--- config.mk ---
export PLATFORM = sky130hd
export DESIGN_NAME = regfile_2r1w
export DESIGN_NICKNAME = d
export VERILOG_FILES = /design/src/rtl/regfile_2r1w.sv
export SDC_FILE = /design/constraint.sdc
export NUM_CORES = 2
export LEC_CHECK = 0
export BUFFER_PORTS_ARGS = -buffer_cell sky130_fd_sc_hd__buf_2
export CELL_PAD_IN_SITES_DETAIL_PLACEMENT = 0
export CELL_PAD_IN_SITES_GLOBAL_PLACEMENT = 1
export CORE_MARGIN = 2
export CORE_UTILIZATION = 30
export CTS_CLUSTER_DIAMETER = 200
export DETAILED_ROUTE_END_ITERATION = 6
export MAX_ROUTING_LAYER = met4
export PLACE_DENSITY_LB_ADDON = 0.1
export SYNTH_ARGS = -nofsm -noshare
export SYNTH_HDL_FRONTEND = slang
export SYNTH_SLANG_ARGS = --single-unit
--- constraint.sdc ---
create_clock -name clk -period 4.3 [get_ports clk]
set_input_delay 0.645 -clock clk [delete_from_list [all_inputs] [get_ports clk]]
set_output_delay 0.645 -clock clk [all_outputs]
set_load 0.02 [all_outputs]
--- src/rtl/regfile_2r1w.sv ---
// Flop-based register file: two synchronous read ports, one byte-maskable write port,
// zeroing sweep after reset. Define REGFILE_BYPASS_EN for write-first collision reads.
module regfile_2r1w #(
  parameter int DATA_W   = 32,
  parameter int ADDR_W   = 5,
  parameter int ZERO_REG = 1,
  parameter int OUT_REG  = 0
) (
  input  logic                  clk,
  input  logic                  reset,
  input  logic                  ce,
  input  logic                  oce,
  input  logic                  wre,
  input  logic [DATA_W/8-1:0]   be,
  input  logic [ADDR_W-1:0]     wad,
  input  logic [DATA_W-1:0]     din,
  input  logic [ADDR_W-1:0]     rad0,
  input  logic [ADDR_W-1:0]     rad1,
  output logic [DATA_W-1:0]     dout0,
  output logic [DATA_W-1:0]     dout1,
  output logic                  busy
);

  localparam int DEPTH = 1 << ADDR_W;
  localparam int NB    = DATA_W / 8;
  localparam logic [ADDR_W-1:0] CNT_ONE  = {{(ADDR_W-1){1'b0}}, 1'b1};
  localparam logic [ADDR_W-1:0] CNT_LAST = {ADDR_W{1'b1}};
  localparam logic [ADDR_W-1:0] ADDR_ZERO = {ADDR_W{1'b0}};

  typedef enum logic [0:0] {
    ST_CLEAR = 1'b0,
    ST_READY = 1'b1
  } state_t;

  state_t                state_q, state_d;
  logic [ADDR_W-1:0]     cnt_q, cnt_d;
  logic [DATA_W-1:0]     mem_q [DEPTH];
  logic [DATA_W-1:0]     rd0_q, rd0_d, rd1_q, rd1_d;
  logic [DATA_W-1:0]     rd0_raw_s, rd1_raw_s;
  logic                  wr_en_s;
  logic [DATA_W-1:0]     wr_merge_s;
  logic                  mem_we_s;
  logic [ADDR_W-1:0]     mem_waddr_s;
  logic [DATA_W-1:0]     mem_wdata_s;
  logic                  zero0_s, zero1_s;

  function automatic logic [DATA_W-1:0] byte_merge(
    input logic [DATA_W-1:0] old_w,
    input logic [DATA_W-1:0] new_w,
    input logic [NB-1:0]     lane_en
  );
    logic [DATA_W-1:0] m;
    m = old_w;
    for (int i = 0; i < NB; i++) begin
      if (lane_en[i]) begin
        m[8*i +: 8] = new_w[8*i +: 8];
      end else begin
        m[8*i +: 8] = old_w[8*i +: 8];
      end
    end
    return m;
  endfunction

  // Sweep state machine: next state and sweep counter
  always_comb begin
    state_d = state_q;
    cnt_d   = cnt_q;
    case (state_q)
      ST_CLEAR: begin
        cnt_d = cnt_q + CNT_ONE;
        if (cnt_q == CNT_LAST) begin
          state_d = ST_READY;
        end else begin
          state_d = ST_CLEAR;
        end
      end
      ST_READY: begin
        state_d = ST_READY;
        cnt_d   = cnt_q;
      end
      default: begin
        state_d = ST_CLEAR;
        cnt_d   = ADDR_ZERO;
      end
    endcase
  end

  // State and sweep counter registers
  always_ff @(posedge clk or negedge reset) begin
    if (!reset) begin
      state_q <= ST_CLEAR;
      cnt_q   <= ADDR_ZERO;
    end else begin
      state_q <= state_d;
      cnt_q   <= cnt_d;
    end
  end

  assign zero0_s = (ZERO_REG != 0) && (rad0 == ADDR_ZERO);
  assign zero1_s = (ZERO_REG != 0) && (rad1 == ADDR_ZERO);

  // User write qualification and the byte-merged word it would store
  always_comb begin
    wr_en_s    = (state_q == ST_READY) && ce && wre &&
                 !((ZERO_REG != 0) && (wad == ADDR_ZERO));
    wr_merge_s = byte_merge(mem_q[wad], din, be);
  end

  // Memory write port: the sweep owns it during CLEAR
  always_comb begin
    mem_we_s    = 1'b0;
    mem_waddr_s = wad;
    mem_wdata_s = wr_merge_s;
    if (state_q == ST_CLEAR) begin
      mem_we_s    = 1'b1;
      mem_waddr_s = cnt_q;
      mem_wdata_s = {DATA_W{1'b0}};
    end else begin
      mem_we_s    = wr_en_s;
      mem_waddr_s = wad;
      mem_wdata_s = wr_merge_s;
    end
  end

  // Storage array; contents are defined by the post-reset sweep
  always_ff @(posedge clk) begin
    if (mem_we_s) begin
      mem_q[mem_waddr_s] <= mem_wdata_s;
    end
  end

  // Read data selection, port 0
  always_comb begin
    rd0_raw_s = mem_q[rad0];
    if (zero0_s) begin
      rd0_raw_s = {DATA_W{1'b0}};
    end
`ifdef REGFILE_BYPASS_EN
    else if (wr_en_s && (rad0 == wad)) begin
      rd0_raw_s = wr_merge_s;
    end
`endif
    else begin
      rd0_raw_s = mem_q[rad0];
    end
  end

  // Read data selection, port 1
  always_comb begin
    rd1_raw_s = mem_q[rad1];
    if (zero1_s) begin
      rd1_raw_s = {DATA_W{1'b0}};
    end
`ifdef REGFILE_BYPASS_EN
    else if (wr_en_s && (rad1 == wad)) begin
      rd1_raw_s = wr_merge_s;
    end
`endif
    else begin
      rd1_raw_s = mem_q[rad1];
    end
  end

  // Read register next state: zero while sweeping, hold when ce is low
  always_comb begin
    rd0_d = rd0_q;
    rd1_d = rd1_q;
    if (state_q == ST_CLEAR) begin
      rd0_d = {DATA_W{1'b0}};
      rd1_d = {DATA_W{1'b0}};
    end else if (ce) begin
      rd0_d = rd0_raw_s;
      rd1_d = rd1_raw_s;
    end else begin
      rd0_d = rd0_q;
      rd1_d = rd1_q;
    end
  end

  // Read registers
  always_ff @(posedge clk or negedge reset) begin
    if (!reset) begin
      rd0_q <= {DATA_W{1'b0}};
      rd1_q <= {DATA_W{1'b0}};
    end else begin
      rd0_q <= rd0_d;
      rd1_q <= rd1_d;
    end
  end

  generate
    if (OUT_REG != 0) begin : g_out_reg
      logic [DATA_W-1:0] out0_q, out0_d, out1_q, out1_d;

      // Output stage next state
      always_comb begin
        out0_d = out0_q;
        out1_d = out1_q;
        if (oce) begin
          out0_d = rd0_q;
          out1_d = rd1_q;
        end else begin
          out0_d = out0_q;
          out1_d = out1_q;
        end
      end

      // Output stage registers
      always_ff @(posedge clk or negedge reset) begin
        if (!reset) begin
          out0_q <= {DATA_W{1'b0}};
          out1_q <= {DATA_W{1'b0}};
        end else begin
          out0_q <= out0_d;
          out1_q <= out1_d;
        end
      end

      assign dout0 = out0_q;
      assign dout1 = out1_q;
    end else begin : g_no_out_reg
      logic unused_oce_s;
      assign unused_oce_s = oce;
      assign dout0 = rd0_q;
      assign dout1 = rd1_q;
    end
  endgenerate

  assign busy = (state_q == ST_CLEAR);

endmodule

==> Word-level counts from Yosys, hierarchy flattened <==
Memory sizes are Yosys's and may differ from the RTL's.
Cells that the tools add are included.
{ "classes": {"n_lt_le_gt_ge": 0, "n_div": 0, "n_addsub": 1, "n_reduce_logical": 7, "n_mul": 0, "shift": 0, "eq_ne": 2, "n_bitwise": 1, "n_mux": 18} }
{ "ops": {"columns": ["cell", "n"], "rows": [
  ["$mux 32", 7],
  ["$mux 8", 4],
  ["$logic_not 5->1", 3],
  ["$mux 5", 2],
  ["$add 5x1->5 const B", 1],
  ["$eq 5x5->1 const B", 1],
  ["$mux 1", 4],
  ["$logic_and 1x1->1", 3],
  ["$ne 2x2->1 const B", 1],
  ["$pmux 1 s2", 1],
  ["$logic_not 1->1", 1],
  ["$not 1->1", 1]
]} }
{ "word_totals": {"word_cells": 34, "latchBits": 0, "register_bits": 70, "romBits": 0, "ram_bits": 1024, "n_memories": 1} }
{ "memory_table": {"columns": ["memory", "depth", "width", "rd", "rd_clocked_by_memory_dff", "wr", "line", "source"], "rows": [
  ["mem_q", 32, 32, 3, 0, 1, "37", "logic [DATA_W-1:0] mem_q [DEPTH];"]
]} }

==> Longest topological paths before layout <==
{ "depth": {"depth_word": 6, "depth_mapped": 9, "ltp_nobuf": 4} }

==> Least setup slack after synthesis <==
Ideal clock, no wire load.
{ "synth_timing": {"kind": "input port to flip-flop", "startpoint": "input wad[1]", "endpoint": "memory mem_q[0][11], data pin", "t_arrival_ns": 3.725, "path_stages": 6, "setup_ns": 0.563, "slack_ns": 0.012, "required_time_ns": 3.737, "cell_sequence": "buf_4 or3b_2 clkbuf_1 o221ai_1 a221oi_1 o41ai_1"} }
{ "synth_via": {"elab_chain_len": 3} }
{ "synth_rtl": {"columns": ["element", "line", "source"], "rows": [
  ["start: declaration", "15", "input logic [ADDR_W-1:0] wad,"],
  ["$mem_v2 32x32", null, null],
  ["$mux 8", "55", "if (lane_en[i]) begin"],
  ["$mux 32", "114", "if (state_q == ST_CLEAR) begin"],
  ["named net mem_wdata_s[11]", "44", "logic [DATA_W-1:0] mem_wdata_s;"],
  ["end: declaration", "37", null]
]} }
The timed path passes the listed nets, and every way through them passes these cells.

==> Worst setup path in the final report <==
{ "layout_timing": {"startpoint": "register state_q", "endpoint": "memory mem_q[0][22], enable pin"} }
{ "layout_via": {"elab_chain_len": 6, "elab_cells_between_ends": 7, "cone_classes": "mux (4); reduce/logical (3)"} }
{ "layout_rtl": {"columns": ["element", "line", "source"], "rows": [
  ["start: declaration", "35", "state_t state_q, state_d;"],
  ["start signal: assignment", "94", "state_q <= state_d;"],
  ["$logic_and 1x1->1 (3 in a row)", "104", "wr_en_s = (state_q == ST_READY) && ce && wre &&"],
  ["$mux 1", "114", null],
  ["$mux 1", "127", "if (mem_we_s) begin"],
  ["$mux 1 (not written as such)", "128", "mem_q[mem_waddr_s] <= mem_wdata_s;"]
]} }
Several ways; a longest one is shown, not always the timed one.

==> impl_metrics.toml <==
[logic_synthesis]
synth_area_um2 = 58000
synthCells = 3221
yosysSeqAreaShare_pct = 56.0
synth.distinct_cells = 59
synth_ff_type = "edfxtp_1"
postSynthAreaPerCell_um2 = 18.0
async_flop_share_pct = 6.40
ys_ff_latch = 1094
synth_warnings = 0
synth_nets = 3279
synth_edf_count = 1024

[placed_design]
routabilityCongestion = 0.889
port_buffers = 119
place_area_um2 = 63600
hpwl_um = 162000

[worst_setup_path]
crit_required_ps = 4740
cp.depth = 5
r2r_cells = 5
crit_path_start_kind = "flop"
slowest_stage = "dfrtp_1"
critPathTopFamily = "buffers and inverters"
crit_path_end_kind = "flop"
worst-path-buf-inv = 2
critPathMaxFanout = 17
cp_cell_sequence = "inv_1, o32ai_1, nand2_1, nor2_4, buf_4"
max_stage_delay_ps = 780
path_class = "flop to flop"
cp.arrival_ps = 4080

[floorplanning]
dieArea_um2 = 197000
ios = 121
initial_core_util_pct = 30.1
num_rows = 161
die_w_um = 444
die_y_um = 444
core_area_um2 = 192000

[timing]
rsz0062_at_grt = "no"
finalCritPeriodShare_pct = 84.6
fin_tns_setup_ps = 0
fmax_mhz = 275
setup_viol = 0
drv_slew = 0
fin_crit_ps = 3640
finalClockSkew_ps = 22.9
relSlewSlack_pct = 22.6
tightestPinTransition_ps = 1160
timing.hold.ws_ps = 246
finalHoldViolations = 0

[cts]
cts_htree_levels = 4
postCtsSetupRepairBufs = 0
cts_buffers = 133
clk_latency_ps = 800
clk_pin_slew_ps = 60
cts_tree = "yes"
cts.sinks = 1094
root_buffer = "clkbuf_16"
cts_max_path_buffers = 3

[pwr]
power.density_nw_per_um2 = 392
leakagePower_uw = 0.0222
worst_ir_drop_vdd_mv = 0.315

[detailed_routing]
ant_nets = 0
post_drt_wl_per_cell_um = 42.9
dr.pass1.iters = 6
wirelength_um = 261000
vias_per_cell = 6.29
drt_iter0_drc = 4476
vias = 38400
remaining_drc_errors = 0

[layout]
drive_above_1_share_pct = 38.7
layout.nets = 3510
fin_area_um2 = 67900
syn_to_final_growth_pct = 17.1

[run_status]
outcome = "complete, no violations"

[hold_path]
hold_class = "primary input to asynchronous set/reset pin"

[run]
cap_violations = 0

[grt]
grt_pass1_vias = 39300
antenna_found_initial = 9
grt_max_degree = 91
grt.overflow.total = 0
grt_pass1_wl_um = 353000
grt_usage_pct = 27.1
## cells in the final DEF, fill, tap and decap left out, types with 21 or more instances in the layout
| cell | count |
|---|---|
| a211o_1 | 35 |
| a211oi_1 | 47 |
| a221oi_1 | 49 |
| a22o_1 | 76 |
| a22oi_1 | 66 |
| a32o_1 | 36 |
| and2_1 | 24 |
| buf_12 | 67 |
| buf_2 | 107 |
| buf_4 | 222 |
| clkbuf_1 | 21 |
| clkbuf_16 | 139 |
| clkinv_1 | 30 |
| clkinv_2 | 25 |
| dfrtp_1 | 70 |
| edfxtp_1 | 1024 |
| mux2_2 | 61 |
| mux2i_1 | 246 |
| mux4_2 | 650 |
| nand2_1 | 123 |
| nor2_4 | 34 |
| o221ai_1 | 49 |
| o22ai_1 | 55 |
## sequential cells by signal, indices dropped and copies added, names as in the netlist
name	flops
state_q	1
cnt_q	5
dout1	32
mem_q	1024
dout0	32
## cells in the mapped netlist, types with 4 or more instances
library cell / instances / area [um2]
o221ai_1: 49 / 429
a2bb2oi_1: 11 / 96.3
o41ai_1: 19 / 166
nor2b_1: 24 / 150
nand3b_1: 8 / 60.1
buf_6: 25 / 282
mux4_2: 650 / 14600
o2111a_1: 13 / 146
mux2_1: 11 / 124
nand2b_1: 6 / 37.5
buf_1: 26 / 97.6
mux2i_1: 246 / 2460
o31ai_1: 12 / 90.1
a22o_1: 76 / 666
or3b_2: 4 / 35.0
a211o_1: 35 / 307
o22a_1: 11 / 96.3
clkbuf_1: 132 / 495
inv_1: 5 / 18.8
buf_2: 80 / 400
edfxtp_1: 1024 / 30700
a22oi_1: 66 / 495
nand2_1: 123 / 462
and2_1: 26 / 163
mux2_2: 61 / 687
buf_4: 45 / 338
a21oi_1: 9 / 45.0
o21ai_1: 15 / 75.1
nand4_1: 11 / 68.8
nor2_1: 43 / 161
dfrtp_1: 70 / 1750
o211ai_1: 9 / 67.6
a2111oi_0: 20 / 175
a211oi_1: 47 / 353
a32o_1: 36 / 360
nand3_1: 18 / 90.1
a31oi_1: 12 / 75.1
a221oi_1: 49 / 429
o22ai_1: 55 / 344
## worst reg2reg max path, delay by kind of cell (launching register included)
kind                   cells  cell delay [ps]
AOI/OAI and AO/OA          1              480
DFF                        1              780
and+or+nand+nor            2              970
buffers and inverters      2             1040
## final timing paths
check	startpoint	end	slack, ps
max in group asynchronous	reset	dout1[29]	3150
worst max register to register	state_q	mem_q[0][22]	660
worst min-delay path	reset	dout1[17]	250
min in group clk	din[1]	mem_q[16][1]	430
worst min register to register	dout1[1]	dout1[1]	470
worst max-delay path	state_q	mem_q[0][22]	660
## routing by layer
metal  wire [um]  GRT usage, %  up-vias  share of wire [%]
met5           0             -        -                  0
met4       12500          11.6        0                4.8
met3       18300          4.59      487                7.0
met2      123000          42.3     2036                 47
met1      107000          34.9    21100                 41
li1            -             -    14700                  -
## cells by family (layout without fill, tap and decap cells)
family	Yosys count	in the layout	share of synthesized area (%)
flops	1094	1094	56.0
mux	970	970	30.9
compound gates	559	559	7.84
buf+inv	316	655	2.83
simple gates	277	277	2.27
xor+xnor	3	3	0.0453
fa+ha+maj	2	2	0.0431
other cells	0	10	0
## power breakdown
part           leakage [uW]  switching (uW)  internal, uW
clock               0.00210            4720          6520
sequential           0.0101             151         11900
combinational       0.00997            2080          1220
total                0.0222            6940         19700
## cell type report
type,instances,area [um2]
Sequential cell,1094,32500
Multi-Input combinational cell,1811,24300
Antenna cell,10,25.0
Fill cell,17800,124000
Timing Repair Buffer,404,3650
Clock buffer,164,3610
Tap cell,2526,3160
Inverter,8,30.0
Clock inverter,79,671
## what timing repair did
item,in CTS,in global routing
hold endpoints to repair,35,0
resized for setup,0,0
hold buffers,1,0
## stage by stage
stage	worst slack, ps	instances	util [%]	power, uW
after floorplan	11.8	3221	-	14100
after global placement	390	5842	33.1	15600
after detailed placement	272	5842	33.1	15600
after CTS	732	6086	35.3	26800
after global routing	561	6090	35.3	27400
final	662	6096	35.3	26600
(Power assumes the default switching activity.)
